<file path="src/rtl/cpu_multicycle_param_if.sv">
// cpu_multicycle_param_if: instruction-fetch and data-memory handshake bundle
interface cpu_multicycle_param_if #(
  parameter int DATA_W = 16,
  parameter int ADDR_W = 8,
  parameter int INS_W  = 16
);
  logic              ins_req;
  logic [ADDR_W-1:0] ins_addr;
  logic              ins_ack;
  logic [INS_W-1:0]  ins;
  logic              mem_req;
  logic              mem_we;
  logic [ADDR_W-1:0] mem_addr;
  logic [DATA_W-1:0] mem_wdata;
  logic [DATA_W-1:0] mem_rdata;
  logic              mem_ack;
  modport master (
    output ins_req, ins_addr, mem_req, mem_we, mem_addr, mem_wdata,
    input  ins_ack, ins, mem_rdata, mem_ack
  );
  modport slave (
    input  ins_req, ins_addr, mem_req, mem_we, mem_addr, mem_wdata,
    output ins_ack, ins, mem_rdata, mem_ack
  );
endinterface

</file>
<file path="src/rtl/cpu_multicycle_param.sv">
// cpu_multicycle_param: parametrised multi-cycle CPU with fetch and data-memory handshakes
module cpu_multicycle_param #(
  parameter int DATA_W = 16,
  parameter int ADDR_W = 8,
  parameter int REG_AW = 2,
  parameter int IMM_W  = 8
) (
  input  logic clk,
  input  logic rst,
  input  logic en_in,
  cpu_multicycle_param_if.master bus,
  output logic retire,
  output logic halted,
  output logic flag_z,
  output logic flag_c
);
  localparam int NREG  = 2 ** REG_AW;
  localparam int INS_W = 4 + 2 * REG_AW + IMM_W;
  localparam logic [2:0] S_IDLE  = 3'd0;
  localparam logic [2:0] S_FETCH = 3'd1;
  localparam logic [2:0] S_EXEC  = 3'd2;
  localparam logic [2:0] S_MEM   = 3'd3;
  localparam logic [2:0] S_HALT  = 3'd4;
  logic [2:0]        state_q, state_d;
  logic [ADDR_W-1:0] pc_q, pc_d, mem_addr_q, mem_addr_d;
  logic [INS_W-1:0]  ins_q, ins_d;
  logic [DATA_W-1:0] regs_q [NREG];
  logic [DATA_W-1:0] regs_d [NREG];
  logic [DATA_W-1:0] mem_wdata_q, mem_wdata_d;
  logic              z_q, z_d, c_q, c_d, retire_q, retire_d, mem_we_q, mem_we_d;
  logic [3:0]        op;
  logic [REG_AW-1:0] rd, rs;
  logic [IMM_W-1:0]  imm;
  logic [DATA_W-1:0] rd_v, rs_v, sx, zx;
  logic [DATA_W:0]   alu;
  logic              is_mem, wr_en, fl_en;
  assign {op, rd, rs, imm} = ins_q;
  assign rd_v   = regs_q[rd];
  assign rs_v   = regs_q[rs];
  assign sx     = DATA_W'($signed(imm));
  assign zx     = DATA_W'(imm);
  assign is_mem = op == 4'h8 || op == 4'h9;
  assign wr_en  = op inside {[4'h1:4'h7], 4'hC, 4'hD};
  assign fl_en  = op inside {[4'h1:4'h5], 4'h7, 4'hC, 4'hD};
  // ALU: carry/borrow rides in the extra top bit so flags fall out of one result
  always_comb begin
    case (op)
      4'h1:    alu = {1'b0, rd_v} + {1'b0, rs_v};
      4'h2:    alu = {1'b0, rd_v} - {1'b0, rs_v};
      4'h3:    alu = {1'b0, rd_v & rs_v};
      4'h4:    alu = {1'b0, rd_v | rs_v};
      4'h5:    alu = {1'b0, rd_v ^ rs_v};
      4'h6:    alu = {1'b0, zx};
      4'h7:    alu = {1'b0, rd_v} + {1'b0, sx};
      4'hC:    alu = {rd_v, 1'b0};
      4'hD:    alu = {rd_v[0], 1'b0, rd_v[DATA_W-1:1]};
      default: alu = {1'b0, rd_v};
    endcase
  end
  // control FSM: fetch, execute, optional memory phase; all architectural updates here
  always_comb begin
    state_d     = state_q;
    pc_d        = pc_q;
    ins_d       = ins_q;
    regs_d      = regs_q;
    z_d         = z_q;
    c_d         = c_q;
    retire_d    = 1'b0;
    mem_we_d    = mem_we_q;
    mem_addr_d  = mem_addr_q;
    mem_wdata_d = mem_wdata_q;
    case (state_q)
      S_IDLE:  state_d = en_in ? S_FETCH : S_IDLE;
      S_FETCH: begin
        ins_d   = bus.ins_ack ? bus.ins : ins_q;
        state_d = bus.ins_ack ? S_EXEC : S_FETCH;
      end
      S_EXEC: begin
        retire_d    = !is_mem;
        state_d     = is_mem ? S_MEM : op == 4'hF ? S_HALT : S_FETCH;
        pc_d        = op == 4'hA ? ADDR_W'(imm) :
                      op == 4'hB && z_q ? pc_q + ADDR_W'(1) + ADDR_W'($signed(imm)) :
                      op == 4'hF ? pc_q : pc_q + ADDR_W'(1);
        mem_we_d    = op == 4'h9;
        mem_addr_d  = ADDR_W'(rs_v + sx);
        mem_wdata_d = rd_v;
        if (wr_en) regs_d[rd] = alu[DATA_W-1:0];
        z_d = fl_en ? alu[DATA_W-1:0] == '0 : z_q;
        c_d = fl_en ? alu[DATA_W] : c_q;
      end
      S_MEM: begin
        if (bus.mem_ack && !mem_we_q) regs_d[rd] = bus.mem_rdata;
        retire_d = bus.mem_ack;
        state_d  = bus.mem_ack ? S_FETCH : S_MEM;
      end
      default: state_d = state_q;
    endcase
  end
  // state registers with asynchronous active-low clear
  always_ff @(posedge clk or negedge rst) begin
    if (!rst) begin
      state_q     <= S_IDLE;
      pc_q        <= '0;
      ins_q       <= '0;
      regs_q      <= '{default: '0};
      z_q         <= 1'b0;
      c_q         <= 1'b0;
      retire_q    <= 1'b0;
      mem_we_q    <= 1'b0;
      mem_addr_q  <= '0;
      mem_wdata_q <= '0;
    end else begin
      state_q     <= state_d;
      pc_q        <= pc_d;
      ins_q       <= ins_d;
      regs_q      <= regs_d;
      z_q         <= z_d;
      c_q         <= c_d;
      retire_q    <= retire_d;
      mem_we_q    <= mem_we_d;
      mem_addr_q  <= mem_addr_d;
      mem_wdata_q <= mem_wdata_d;
    end
  end
  assign bus.ins_req   = state_q == S_FETCH;
  assign bus.ins_addr  = pc_q;
  assign bus.mem_req   = state_q == S_MEM;
  assign bus.mem_we    = state_q == S_MEM && mem_we_q;
  assign bus.mem_addr  = mem_addr_q;
  assign bus.mem_wdata = mem_wdata_q;
  assign retire        = retire_q;
  assign halted        = state_q == S_HALT;
  assign flag_z        = z_q;
  assign flag_c        = c_q;
endmodule

</file>
<file path="src/flat_wrapper.sv">
// flat-port wrapper written by rule: the top's interface ports become plain ports
module cpu_multicycle_param_flat 
#(
  parameter int DATA_W = 16,
  parameter int ADDR_W = 8,
  parameter int REG_AW = 2,
  parameter int IMM_W  = 8
)
  (clk, rst, en_in, retire, halted, flag_z, flag_c, bus_ins_req, bus_ins_addr, bus_mem_req, bus_mem_we, bus_mem_addr, bus_mem_wdata, bus_ins_ack, bus_ins, bus_mem_rdata, bus_mem_ack);
  cpu_multicycle_param_if #(.DATA_W(DATA_W), .ADDR_W(ADDR_W), .INS_W(16)) bus_i ();
  input  logic clk;
  input  logic rst;
  input  logic en_in;
  output logic retire;
  output logic halted;
  output logic flag_z;
  output logic flag_c;
  output wire logic [$bits(bus_i.ins_req)-1:0] bus_ins_req;
  output wire logic [$bits(bus_i.ins_addr)-1:0] bus_ins_addr;
  output wire logic [$bits(bus_i.mem_req)-1:0] bus_mem_req;
  output wire logic [$bits(bus_i.mem_we)-1:0] bus_mem_we;
  output wire logic [$bits(bus_i.mem_addr)-1:0] bus_mem_addr;
  output wire logic [$bits(bus_i.mem_wdata)-1:0] bus_mem_wdata;
  input wire logic [$bits(bus_i.ins_ack)-1:0] bus_ins_ack;
  input wire logic [$bits(bus_i.ins)-1:0] bus_ins;
  input wire logic [$bits(bus_i.mem_rdata)-1:0] bus_mem_rdata;
  input wire logic [$bits(bus_i.mem_ack)-1:0] bus_mem_ack;
  assign bus_ins_req = bus_i.ins_req;
  assign bus_ins_addr = bus_i.ins_addr;
  assign bus_mem_req = bus_i.mem_req;
  assign bus_mem_we = bus_i.mem_we;
  assign bus_mem_addr = bus_i.mem_addr;
  assign bus_mem_wdata = bus_i.mem_wdata;
  assign bus_i.ins_ack = bus_ins_ack;
  assign bus_i.ins = bus_ins;
  assign bus_i.mem_rdata = bus_mem_rdata;
  assign bus_i.mem_ack = bus_mem_ack;
  cpu_multicycle_param #(.DATA_W(DATA_W), .ADDR_W(ADDR_W), .REG_AW(REG_AW), .IMM_W(IMM_W)) u_core (.clk(clk), .rst(rst), .en_in(en_in), .bus(bus_i), .retire(retire), .halted(halted), .flag_z(flag_z), .flag_c(flag_c));
endmodule
</file>
<file path="config.mk">
export PLATFORM = sky130hd
export DESIGN_NAME = cpu_multicycle_param_flat
export DESIGN_NICKNAME = d
export VERILOG_FILES = /design/src/rtl/cpu_multicycle_param_if.sv /design/src/rtl/cpu_multicycle_param.sv /design/src/flat_wrapper.sv
export SDC_FILE = /design/constraint.sdc
export NUM_CORES = 1
export LEC_CHECK = 0
export ABC_CLOCK_PERIOD_IN_PS = 10200
export BUFFER_PORTS_ARGS = -buffer_cell sky130_fd_sc_hd__buf_2
export CAP_MARGIN = 20
export CORE_ASPECT_RATIO = 0.75
export CORE_UTILIZATION = 65
export CTS_CLUSTER_SIZE = 12
export DETAILED_ROUTE_END_ITERATION = 10
export HOLD_SLACK_MARGIN = 0.1
export PLACE_DENSITY_LB_ADDON = 0.1
export SYNTH_ARGS = -nofsm -noshare
export SYNTH_HDL_FRONTEND = slang
export SYNTH_SLANG_ARGS = --single-unit
</file>
<file path="constraint.sdc">
create_clock -name clk -period 10.2 [get_ports clk]
set_input_delay 0.51 -clock clk [delete_from_list [all_inputs] [get_ports clk]]
set_output_delay 0.51 -clock clk [all_outputs]
set_load 0.01 [all_outputs]
</file>
==> results by group <==
Outcome
  – Status: finished with violations
  – Failing checks: design-rule violations

Clock tree
  – Clk root buf: clkbuf_16
  – H-tree depth: 4
  – Postcts setup bufs: 0
  – Clock tree from TritonCTS: yes
  – Post-CTS Resized: 0
  – Clock buffer depth: 2
  – CTS Buf Count: 17
  – Clock-pin slew on the worst setup and hold paths: 0.07 ns
  – # clock sinks: 119
  – Hold_buf cts: 0
  – Clk_lat worst skew: 0.44 ns

Synthesis
  – Post-synth EDFFs: 0
  – Yosys cell types: 68
  – Syn nets: 1,140
  – FFs w/ async S/R, synth: 100%
  – Sequential share of the synthesized area: 33.0%
  – Post-synth top flop: dfrtp_1
  – Avg Inst Size Synth: 8.72 um2
  – Cell area after synthesis: 0.00903 mm2
  – Gate Count Post-Synth: 1,036
  – Synth Register Bits: 119
  – Synth Warn #: 0

Layout
  – Area Growth Syn to Fin: 12.0%
  – Nets: 1,185
  – Fin util: 76.1%
  – Antenna Cells: 0
  – FF+latch area: 0.00298 mm2
  – Number of fill cells: 1,014
  – Share of layout cells above drive strength 1: 15.9%
  – Area of the multi-input gates: 0.00562 mm2

Detailed routing
  – Metal2 WL: 12.0 mm
  – Iteration-0 DRC Markers: 1,342
  – Via Count: 8,651
  – DR WL/cell: 22.3 um
  – Drt pass-1 iters: 9
  – Routed Antenna Nets: 0
  – DRC viols: 9
  – Routed WL: 28.2 mm
  – Top routing layer in use: met4
  – Met3 WL post-DR: 3.56 mm
  – WL met1: 11.6 mm
  – Vias/cell: 6.84

STA
  – RSZ-0062 raised after global routing: no
  – Tmin final: 5.72 ns
  – Pins Over Slew Limit: 0
  – Setup_tns: 0 ns
  – Slew headroom: 21.1%
  – Final setup vio count: 0
  – Fin crit share: 56.1%
  – Fmax: 0.175 GHz
  – Worst-Margin Slew: 1.18 ns
  – Final hold violations: 0
  – Clk_skew: 0.0102 ns

Setup path
  – CP cell instances: buf_4 > mux4_1 > inv_1 > ha_1 > inv_1 > or3_1 > or3_1 > nand2b_4 > nor2_1 > xnor2_1 > o221ai_1 > ha_1 > o21ai_0 > o21ai_0 > nor3_1 > o31ai_1 > xnor2_1 > a21oi_1 > nor3_1 > a21oi_1 > o21ai_0
  – Buf/Inv on CP: 3
  – Startpoint Class: register
  – Most frequent CP cell: o21ai_0
  – Worst EP required: 10.47 ns
  – CP max FO: 14
  – CP Class: register to register
  – Slowest-stage cell, CP: mux4_1
  – CP Capture Type: register
  – Max stage delay on crit path: 0.68 ns
  – Top Family by Delay on Critical Path: compound AO/OA/AOI/OAI gates
  – CP arrival: 5.99 ns

Job
  – MaxCap Viol Count: 0

Global routing
  – Number of global-route vias before repair: 7,929
  – GRT Resource Usage Total: 40.4%
  – First-pass GRT wire length: 44.2 mm
  – Total congestion overflow: 0
  – Initial antenna violation count: 0
  – Largest net degree at the start of global routing: 63

Floorplan
  – Full die area: 0.0144 mm2
  – Initial Util: 68.0%
  – Die height: 104 um
  – Chip width: 138 um
  – Area of the core: 0.0133 mm2
  – Num ports: 76
  – Cell Rows: 36

Placement
  – DPL Wire Length: 19.9 mm
  – Gpl congestion: 1.06
  – IO Port Bufs: 75

Worst hold path
  – HP Class: primary input to asynchronous set/reset pin
per-layer routing:
metal / track usage [%] / vias up
met2: 58.2 / 632
li1: - / 3866
met1: 57.6 / 4052
met4: 17.8 / 0
met5: 0 / -
met3: 9.99 / 101
state kept, by name, indices dropped and copies added, names as in the netlist, 3 cells and up:
register	cells
u_core.regs_q	64
u_core.bus.ins_addr	8
u_core.bus.mem_wdata	16
u_core.state_q	3
u_core.ins_q	16
u_core.bus.mem_addr	8
cell usage in the layout, fill, tap and decap left out, types with 5 or more instances in the layout:
| cell | n |
|---|---|
| a32oi_1 | 7 |
| nor2b_1 | 14 |
| a21o_1 | 7 |
| dfrtp_1 | 119 |
| xor2_1 | 10 |
| a22oi_1 | 10 |
| nand3_1 | 30 |
| o211ai_1 | 9 |
| a22o_1 | 10 |
| nand2_1 | 154 |
| or3_1 | 7 |
| mux2_2 | 14 |
| mux4_2 | 29 |
| clkbuf_16 | 17 |
| nor2_1 | 59 |
| and3_1 | 7 |
| o21ai_0 | 135 |
| a221oi_1 | 5 |
| ha_1 | 64 |
| a21oi_1 | 69 |
| o22ai_1 | 10 |
| xnor2_1 | 20 |
| buf_4 | 14 |
| inv_1 | 51 |
| buf_2 | 74 |
| mux2i_1 | 14 |
| nor3_1 | 14 |
| o21a_1 | 5 |
| a221o_1 | 6 |
| nand2b_1 | 6 |
| o21bai_1 | 9 |
Yosys cell counts, drive strengths merged, types with 14 or more instances:
| library cell | count | area share [%] |
|---|---|---|
| mux4 | 30 | 7.5 |
| nand3 | 30 | 1.7 |
| buf | 17 | 0.91 |
| nor2b | 14 | 0.97 |
| a21oi | 69 | 3.8 |
| ha | 64 | 8.9 |
| o21ai | 137 | 7.6 |
| inv | 51 | 2.1 |
| dfrtp | 119 | 33 |
| clkbuf | 46 | 1.9 |
| xnor2 | 20 | 1.9 |
| nor2 | 59 | 2.5 |
| mux2i | 14 | 1.6 |
| nand2 | 154 | 6.4 |
| nor3 | 17 | 0.94 |
| mux2 | 14 | 1.7 |
stage by stage:
step	std cells	worst slack (ns)	hold slack [ns]	instance area (um2)
detailed placement	1232	4.68	0.468	9480
global placement	1232	4.74	0.457	9480
floorplan	1036	5.61	0.214	9030
CTS	1264	4.63	0.170	10100
finish	1265	4.48	0.144	10100
global route	1265	4.06	0.212	10100
path summary, 6_finish.rpt:
path,end,slack [ns],startpoint,cells past startpoint
min in group clk,u_core.ins_q[12],0.30,bus_ins[12],3
setup reg to reg,u_core.regs_q[29],4.48,u_core.ins_q[8],21
setup / recovery,u_core.regs_q[29],4.48,u_core.ins_q[8],21
hold / removal,u_core.bus.mem_wdata[12],0.14,rst,1
hold reg to reg,u_core.bus.mem_addr[3],0.47,u_core.bus.mem_addr[3],2
max in group asynchronous,u_core.flag_c,8.80,rst,2
final cells by class:
| class | count | share of cell area (%) |
|---|---|---|
| Tap cell | 171 | 2.11 |
| Multi-Input combinational cell | 803 | 55.6 |
| Clock buffer | 17 | 4.20 |
| Inverter | 51 | 1.89 |
| Timing Repair Buffer | 89 | 4.97 |
| Clock inverter | 15 | 1.82 |
| Sequential cell | 119 | 29.4 |
cell families after synthesis:
| logic type | share of synthesized area, % |
|---|---|
| compound gates | 22.8 |
| xor+xnor | 2.91 |
| fa+ha+maj | 9.53 |
| buf+inv | 4.95 |
| flops | 33.0 |
| mux | 10.8 |
| simple gates | 16.1 |
Power is not shown: default switching activity piles up to over one toggle a cycle in this logic, so the estimate is an artifact.
